<file path="src/rtl/irs_bm_pkg.sv">
// Shared types and helpers for the IRS block manager.
package irs_bm_pkg;

    localparam int unsigned PAIR_BITS = 8;
    localparam int unsigned SLOT_BITS = 2;

    typedef logic [PAIR_BITS-1:0] pair_t;

    typedef struct packed {
        logic  active;
        logic  closed;
        pair_t start_pair;
        pair_t end_pair;
    } slot_t;

    typedef enum logic [1:0] {StIdle, StSearch, StReady, StFull} state_e;

    // Modulo-256 inclusive range test; end < start means the range wraps.
    function automatic logic pair_in_range(pair_t p, pair_t s, pair_t e);
        if (s <= e) return (p >= s) && (p <= e);
        return (p >= s) || (p <= e);
    endfunction

endpackage

</file>
<file path="src/rtl/irs_block_manager_if.sv">
// Write-controller and readout handshake bundle of the IRS block manager.
interface irs_block_manager_if;
    import irs_bm_pkg::*;

    logic                 wr_phase_i;
    logic                 wr_ack_i;
    logic [PAIR_BITS:0]   block_o;
    logic                 wr_enable_o;
    logic                 ev_valid_o;
    logic [SLOT_BITS-1:0] ev_slot_o;
    pair_t                ev_start_o;
    logic                 ev_ack_i;

    modport master (
        output wr_phase_i, wr_ack_i, ev_ack_i,
        input  block_o, wr_enable_o, ev_valid_o, ev_slot_o, ev_start_o
    );

    modport slave (
        input  wr_phase_i, wr_ack_i, ev_ack_i,
        output block_o, wr_enable_o, ev_valid_o, ev_slot_o, ev_start_o
    );

endinterface

</file>
<file path="src/rtl/irs_bm_hold_slot.sv">
// One trigger hold slot: range registers, post-trigger countdown and skip compare.
module irs_bm_hold_slot
    import irs_bm_pkg::*;
#(
    parameter int unsigned POSTTRIG = 8
) (
    input  logic  clk_i,
    input  logic  rst_i,
    input  logic  alloc_i,
    input  pair_t start_i,
    input  logic  release_i,
    input  logic  advance_i,
    input  pair_t ptr_i,
    input  pair_t cand_i,
    output slot_t slot_o,
    output logic  open_o,
    output logic  hit_o,
    output logic  close_o
);

    slot_t slot_q;
    pair_t post_cnt_q;

    assign slot_o  = slot_q;
    assign open_o  = slot_q.active & ~slot_q.closed;
    assign close_o = open_o & advance_i & (post_cnt_q == '0);
    assign hit_o   = slot_q.active & slot_q.closed &
                     pair_in_range(cand_i, slot_q.start_pair, slot_q.end_pair);

    // An open slot ignores release; the top only raises release_i for closed slots anyway.
    always_ff @(posedge clk_i or posedge rst_i) begin
        if (rst_i) begin
            slot_q     <= '0;
            post_cnt_q <= '0;
        end else if (alloc_i) begin
            slot_q     <= '{active: 1'b1, closed: 1'b0, start_pair: start_i, end_pair: start_i};
            post_cnt_q <= pair_t'(POSTTRIG);
        end else if (close_o) begin
            slot_q.closed   <= 1'b1;
            slot_q.end_pair <= ptr_i;
        end else if (open_o && advance_i) begin
            post_cnt_q <= post_cnt_q - 1'b1;
        end else if (release_i && slot_q.closed) begin
            slot_q.active <= 1'b0;
        end
    end

endmodule

</file>
<file path="src/rtl/irs_block_manager.sv">
// Block scheduler for the IRS write controller: pair pointer, skip search,
// trigger hold allocation and hold-event reporting.
module irs_block_manager
    import irs_bm_pkg::*;
#(
    parameter int unsigned NUM_HOLDS = 4,
    parameter int unsigned PRETRIG   = 8,
    parameter int unsigned POSTTRIG  = 8
) (
    input  logic                 clk_i,
    input  logic                 rst_i,
    input  logic                 enable_i,
    input  logic                 trig_i,
    input  logic                 release_i,
    input  logic [SLOT_BITS-1:0] release_slot_i,
    output logic                 full_o,
    output logic                 trig_dropped_o,
    irs_block_manager_if.slave   bus
);

    state_e               state_q;
    pair_t                pair_ptr_q, cand_q, ev_start_q;
    logic [2:0]           search_cnt_q;
    logic                 full_q, wr_enable_q, trig_dropped_q, ev_valid_q;
    logic [SLOT_BITS-1:0] ev_slot_q;

    slot_t                slot [NUM_HOLDS];
    logic [NUM_HOLDS-1:0] slot_open, slot_hit, slot_close, slot_rel, slot_free, slot_alloc;
    logic                 pair_ack, advance, hit_any, close_any;
    pair_t                hit_end, close_start, alloc_start;
    logic [SLOT_BITS-1:0] close_slot;

    assign pair_ack    = bus.wr_ack_i & bus.wr_phase_i;
    assign advance     = pair_ack & (state_q == StReady);
    assign alloc_start = pair_ptr_q - pair_t'(PRETRIG);

    for (genvar s = 0; s < NUM_HOLDS; s++) begin : g_slot
        assign slot_rel[s]  = release_i & (release_slot_i == SLOT_BITS'(s)) &
                              slot[s].active & slot[s].closed;
        // A slot released this clock is already free for a same-clock trigger.
        assign slot_free[s] = ~slot[s].active | slot_rel[s];

        irs_bm_hold_slot #(
            .POSTTRIG (POSTTRIG)
        ) u_slot (
            .clk_i     (clk_i),
            .rst_i     (rst_i),
            .alloc_i   (slot_alloc[s]),
            .start_i   (alloc_start),
            .release_i (slot_rel[s]),
            .advance_i (advance),
            .ptr_i     (pair_ptr_q),
            .cand_i    (cand_q),
            .slot_o    (slot[s]),
            .open_o    (slot_open[s]),
            .hit_o     (slot_hit[s]),
            .close_o   (slot_close[s])
        );
    end

    // Descending scan so the lowest-index slot wins every selection.
    always_comb begin
        hit_any     = 1'b0;
        hit_end     = '0;
        close_any   = 1'b0;
        close_slot  = '0;
        close_start = '0;
        slot_alloc  = '0;
        for (int s = NUM_HOLDS - 1; s >= 0; s--) begin
            if (slot_hit[s]) begin
                hit_any = 1'b1;
                hit_end = slot[s].end_pair;
            end
            if (slot_close[s]) begin
                close_any   = 1'b1;
                close_slot  = SLOT_BITS'(s);
                close_start = slot[s].start_pair;
            end
            if (slot_free[s]) begin
                slot_alloc    = '0;
                slot_alloc[s] = 1'b1;
            end
        end
        if (!trig_i || (|slot_open)) slot_alloc = '0;
    end

    always_ff @(posedge clk_i or posedge rst_i) begin
        if (rst_i) begin
            state_q        <= StIdle;
            pair_ptr_q     <= '0;
            cand_q         <= '0;
            search_cnt_q   <= '0;
            full_q         <= 1'b0;
            wr_enable_q    <= 1'b0;
            trig_dropped_q <= 1'b0;
            ev_valid_q     <= 1'b0;
            ev_slot_q      <= '0;
            ev_start_q     <= '0;
        end else begin
            trig_dropped_q <= trig_i & ~(|slot_alloc);

            if (close_any) begin
                ev_valid_q <= 1'b1;
                ev_slot_q  <= close_slot;
                ev_start_q <= close_start;
            end else if (bus.ev_ack_i) begin
                ev_valid_q <= 1'b0;
            end

            // Only retime on an even-block ack so the controller never splits a pair.
            if (!wr_enable_q || (bus.wr_ack_i && !bus.wr_phase_i)) begin
                wr_enable_q <= enable_i & ~full_q;
            end

            unique case (state_q)
                StIdle: begin
                    if (enable_i) begin
                        state_q      <= StSearch;
                        cand_q       <= pair_ptr_q + 1'b1;
                        search_cnt_q <= '0;
                    end
                end
                StSearch: begin
                    if (hit_any) begin
                        cand_q       <= hit_end + 1'b1;
                        search_cnt_q <= search_cnt_q + 1'b1;
                        if (search_cnt_q == 3'(NUM_HOLDS)) begin
                            state_q <= StFull;
                            full_q  <= 1'b1;
                        end else if (pair_ack) begin
                            full_q <= 1'b1;
                        end
                    end else if (cand_q == pair_ptr_q) begin
                        state_q <= StFull;
                        full_q  <= 1'b1;
                    end else begin
                        state_q <= StReady;
                        full_q  <= pair_ack;
                    end
                end
                StReady: begin
                    full_q <= 1'b0;
                    if (advance) begin
                        pair_ptr_q   <= cand_q;
                        cand_q       <= cand_q + 1'b1;
                        search_cnt_q <= '0;
                        state_q      <= StSearch;
                    end
                end
                StFull: begin
                    if (release_i) begin
                        state_q      <= StSearch;
                        cand_q       <= pair_ptr_q + 1'b1;
                        search_cnt_q <= '0;
                    end
                end
                default: state_q <= StIdle;
            endcase
        end
    end

    assign bus.block_o     = {pair_ptr_q, bus.wr_phase_i};
    assign bus.wr_enable_o = wr_enable_q;
    assign bus.ev_valid_o  = ev_valid_q;
    assign bus.ev_slot_o   = ev_slot_q;
    assign bus.ev_start_o  = ev_start_q;
    assign full_o          = full_q;
    assign trig_dropped_o  = trig_dropped_q;

endmodule

</file>
<file path="src/flat_wrapper.sv">
// flat-port wrapper written by rule: the top's interface ports become plain ports
module irs_block_manager_flat import irs_bm_pkg::*;
#(
    parameter int unsigned NUM_HOLDS = 4,
    parameter int unsigned PRETRIG   = 8,
    parameter int unsigned POSTTRIG  = 8
)
  (clk_i, rst_i, enable_i, trig_i, release_i, release_slot_i, full_o, trig_dropped_o, bus_wr_phase_i, bus_wr_ack_i, bus_ev_ack_i, bus_block_o, bus_wr_enable_o, bus_ev_valid_o, bus_ev_slot_o, bus_ev_start_o);
  irs_block_manager_if bus_i ();
  input  logic clk_i;
  input  logic rst_i;
  input  logic enable_i;
  input  logic trig_i;
  input  logic release_i;
  input  logic [SLOT_BITS-1:0] release_slot_i;
  output logic full_o;
  output logic trig_dropped_o;
  input wire logic [$bits(bus_i.wr_phase_i)-1:0] bus_wr_phase_i;
  input wire logic [$bits(bus_i.wr_ack_i)-1:0] bus_wr_ack_i;
  input wire logic [$bits(bus_i.ev_ack_i)-1:0] bus_ev_ack_i;
  output wire logic [$bits(bus_i.block_o)-1:0] bus_block_o;
  output wire logic [$bits(bus_i.wr_enable_o)-1:0] bus_wr_enable_o;
  output wire logic [$bits(bus_i.ev_valid_o)-1:0] bus_ev_valid_o;
  output wire logic [$bits(bus_i.ev_slot_o)-1:0] bus_ev_slot_o;
  output wire logic [$bits(bus_i.ev_start_o)-1:0] bus_ev_start_o;
  assign bus_i.wr_phase_i = bus_wr_phase_i;
  assign bus_i.wr_ack_i = bus_wr_ack_i;
  assign bus_i.ev_ack_i = bus_ev_ack_i;
  assign bus_block_o = bus_i.block_o;
  assign bus_wr_enable_o = bus_i.wr_enable_o;
  assign bus_ev_valid_o = bus_i.ev_valid_o;
  assign bus_ev_slot_o = bus_i.ev_slot_o;
  assign bus_ev_start_o = bus_i.ev_start_o;
  irs_block_manager #(.NUM_HOLDS(NUM_HOLDS), .PRETRIG(PRETRIG), .POSTTRIG(POSTTRIG)) u_core (.clk_i(clk_i), .rst_i(rst_i), .enable_i(enable_i), .trig_i(trig_i), .release_i(release_i), .release_slot_i(release_slot_i), .full_o(full_o), .trig_dropped_o(trig_dropped_o), .bus(bus_i));
endmodule
</file>
<file path="config.mk">
export PLATFORM = sky130hd
export DESIGN_NAME = irs_block_manager_flat
export DESIGN_NICKNAME = d
export VERILOG_FILES = /design/src/rtl/irs_bm_pkg.sv /design/src/rtl/irs_block_manager_if.sv /design/src/rtl/irs_bm_hold_slot.sv /design/src/rtl/irs_block_manager.sv /design/src/flat_wrapper.sv
export SDC_FILE = /design/constraint.sdc
export NUM_CORES = 1
export LEC_CHECK = 0
export ABC_AREA = 1
export BUFFER_PORTS_ARGS = -buffer_cell sky130_fd_sc_hd__buf_2
export CORE_MARGIN = 4
export CORE_UTILIZATION = 35
export DETAILED_ROUTE_END_ITERATION = 8
export GPL_ROUTABILITY_DRIVEN = 0
export PLACE_DENSITY_LB_ADDON = 0.12
export SYNTH_ARGS = -nofsm -noshare
export SYNTH_HDL_FRONTEND = slang
export SYNTH_SLANG_ARGS = --single-unit
</file>
<file path="constraint.sdc">
create_clock -name clk_i -period 8.1 [get_ports clk_i]
set_clock_uncertainty 0.2 [all_clocks]
set_input_delay 0.405 -clock clk_i [delete_from_list [all_inputs] [get_ports clk_i]]
set_output_delay 0.405 -clock clk_i [all_outputs]
set_load 0.02 [all_outputs]
</file>
==> flow_metrics.tcl <==
set metrics [dict create \
    rsz0062_at_grt "false" \
    drtAntennaViolNets 0 \
    ys_seq_area_frac 0.366 \
    root_buffer "clkbuf_16" \
    fin_ws_ns 4.34 \
    n_antenna_cell 0 \
    outcome "completed" \
    drtIter0Drc 519 \
    start_util 0.354 \
    hold_violations 0 \
    yosys_warnings 0 \
    p_int_mw 1.74 \
    core.rowCount 60 \
    post-dp-hpwl_um 21400 \
    design_area_um2 10600 \
    place_area_um2 9960 \
    reg2reg_from "u_core.state_q[0]$_DFFE_PP0P_" \
    hold_path_class "in -> reg" \
    cts_setup_buffers 0 \
    final_util 0.395 \
    ioPinCount 33 \
    wl_per_cell_um 18.0 \
    worst_skew_pair.late_latency_ns 0.45 \
    cts-hold-fix-buffers 2 \
    p_total_mw 3.19 \
    cts_tree "done" \
    first_global_vias 7922 \
    power.leakage_nw 5.66 \
    period_needed_ns 3.76 \
    drc_errors 0 \
    path_class "reg -> reg" \
    grt_antenna_before_repair 0 \
    grt_pass1_wl_um 46200 \
    syn-cell-area_um2 9500 \
    cts.clk_slew.worst_paths_ns 0.06 \
    clock.fmax_mhz 266 \
    worst_pin_slew_ns 0.935 \
    hp-start "bus_wr_phase_i" \
    min_period_over_period 0.464 \
    slew_violations 0 \
    power_frac_seq 0.333 \
    pwr_density_cell_nw_per_um2 301 \
    pre_cts_ws_ns 4.29 \
    grt_max_degree 86 \
    hold_ws_ns 0.0367 \
    cap_violations 0 \
    h-tree-depth 4 \
    power.switching_mw 1.45 \
    setup_violations 0 \
    syn_area_per_cell_um2 7.73 \
    area_growth_pct 11.5 \
    dieWidth_um 173 \
    cp.required_ns 8.21 \
    finalSetupTns_ns 0 \
    grt_use_total 0.199 \
    cp-start-kind "flip-flop" \
    die_area_um2 29800 \
    crit_arrival_ns 3.87 \
    nets 1374 \
    grt_overflow 0 \
    ir_drop_mv 0.134 \
    max-slew-margin-rel 0.375 \
    drive_above_1_share 0.0977 \
    syn-num-nets 1347 \
    power_frac_comb 0.404 \
    postCtsResizedCells 0 \
    coreArea_um2 26800 \
    die_h_um 173 \
    port_buffers 32 \
    syn_inst 1229 \
    cp-end-kind "flip-flop" \
    p_sw_frac 0.454 \
    cts_inserted_buffers 17 \
    crit_start "u_core.state_q[0]$_DFFE_PP0P_" \
    placedCellCount 1576 \
    fin_cells 1610 \
    clkPwrFrac 0.263 \
    cts_sinks 139 \
    cts_buffer_depth 2 \
    vias_per_cell 5.03 \
    crit_fanout 18 \
    routed_wl_um 29000 \
    synth_cell_type_count 50 \
    dr.pass1.iters 5 \
    yosys_register_bits 139 \
    num_vias 8095 \
]
## cells in the mapped netlist (all sizes together)
cell | count | share of area
nor4 | 3 | 0.0020
dfrtp | 139 | 0.37
ha | 108 | 0.14
xnor2 | 4 | 0.0037
nand3b | 1 | 0.00079
o2111ai | 8 | 0.0074
o211ai | 1 | 0.00079
nor3b | 1 | 0.00079
xor2 | 9 | 0.0083
a21oi | 77 | 0.046
o221ai | 28 | 0.026
inv | 205 | 0.081
or3 | 1 | 0.00066
and2 | 1 | 0.00066
nand2 | 290 | 0.12
and3 | 1 | 0.00066
a21o | 2 | 0.0016
clkinv | 2 | 0.00079
o21a | 11 | 0.0087
nor2 | 110 | 0.051
buf | 10 | 0.0079
or2 | 2 | 0.0013
a31oi | 4 | 0.0026
a22oi | 1 | 0.00079
o21ai | 95 | 0.052
nand3 | 64 | 0.036
nand4 | 19 | 0.013
o22ai | 2 | 0.0020
a221oi | 1 | 0.00092
nor3 | 10 | 0.0070
clkbuf | 17 | 0.0067
o21bai | 2 | 0.0016
## registers in the layout, indices dropped and copies added, names as in the netlist
| name | count |
|---|---|
| u_core.g_slot.u_slot.post_cnt_q | 32 |
| u_core.pair_ptr_q | 8 |
| u_core.bus.ev_slot_o | 2 |
| u_core.state_q | 2 |
| u_core.g_slot.u_slot.slot_o | 72 |
| u_core.bus.ev_valid_o | 1 |
| u_core.full_o | 1 |
| u_core.trig_dropped_o | 1 |
| u_core.cand_q | 8 |
| u_core.bus.ev_start_o | 8 |
| u_core.search_cnt_q | 3 |
| u_core.bus.wr_enable_o | 1 |
## worst max-delay path: stages, from the launching register on
cell and delay (ns):
dfrtp_1 0.41, inv_1 0.12, ha_1 0.38, inv_2 0.11, nor2_4 0.43, inv_2 0.12
nor2_1 0.26, nand2_1 0.53, nand2_1 0.50, o221ai_1 0.28, o2111ai_1 0.20, nand2_1 0.09
## cells in the final DEF (no fill, tap or decap), types with 4 or more instances in the layout
| cell | n |
|---|---|
| buf_2 | 32 |
| a21oi_2 | 5 |
| clkbuf_16 | 17 |
| o21ai_0 | 88 |
| nand4_1 | 19 |
| nand3_1 | 62 |
| inv_6 | 6 |
| nor2_1 | 93 |
| o221ai_1 | 28 |
| nand2_1 | 280 |
| nor2_4 | 6 |
| nand2_2 | 7 |
| xor2_1 | 9 |
| dfrtp_1 | 139 |
| ha_1 | 108 |
| inv_1 | 191 |
| a21oi_1 | 69 |
| inv_2 | 12 |
| o21a_1 | 11 |
| nor3_1 | 8 |
| a31oi_1 | 4 |
| o2111ai_1 | 8 |
| nor2_2 | 11 |
| xnor2_1 | 4 |
## routing by layer
layer | GRT usage | share of wire
met1 | 0.283 | 0.48
met3 | 0.0394 | 0.048
met2 | 0.312 | 0.45
met5 | 0 | 0
met4 | 0.0505 | 0.016
## power by group through the flow
stage	logic [mW]	registers, mW	clock network [mW]
3_5_place_dp	1.29	1.07	0
5_1_grt	1.48	1.08	0.888
3_3_place_gp	1.29	1.07	0
2_1_floorplan	0.988	0.961	0
4_1_cts	1.30	1.06	0.859
6_report	1.29	1.06	0.838
## path summary, 6_finish.rpt
check / endpoint / slack (ns) / cells after the start
worst max register to register: u_core.bus.ev_start_o[7]$_DFFE_PP0P_ / 4.34 / 11
worst min register to register: u_core.bus.ev_start_o[3]$_DFFE_PP0P_ / 0.28 / 2
worst max-delay path: u_core.bus.ev_start_o[7]$_DFFE_PP0P_ / 4.34 / 11
worst min-delay path: u_core.bus.wr_enable_o$_DFFE_PP0P_ / 0.04 / 3
min in group asynchronous: u_core.g_slot[1].u_slot.post_cnt_q[0]$_DFFE_PP0P_ / 0.48 / 3
max in group asynchronous: u_core.pair_ptr_q[7]$_DFFE_PP0P_ / 5.92 / 4
## logic make-up after synthesis
kind of cell	Yosys count	share of synthesized area
simple gates	503	0.232
buf+inv	234	0.0967
compound gates	232	0.151
flops	139	0.366
fa+ha+maj	108	0.142
xor+xnor	13	0.0120
## layout make-up
class | count | area [µm²]
Fill cell | 2709 | 16200
Inverter | 207 | 785
Clock buffer | 18 | 429
Clock inverter | 14 | 184
Multi-Input combinational cell | 856 | 5100
Timing Repair Buffer | 35 | 188
Sequential cell | 139 | 3480
Tap cell | 341 | 427
Power figures use the tool's default switching activity.
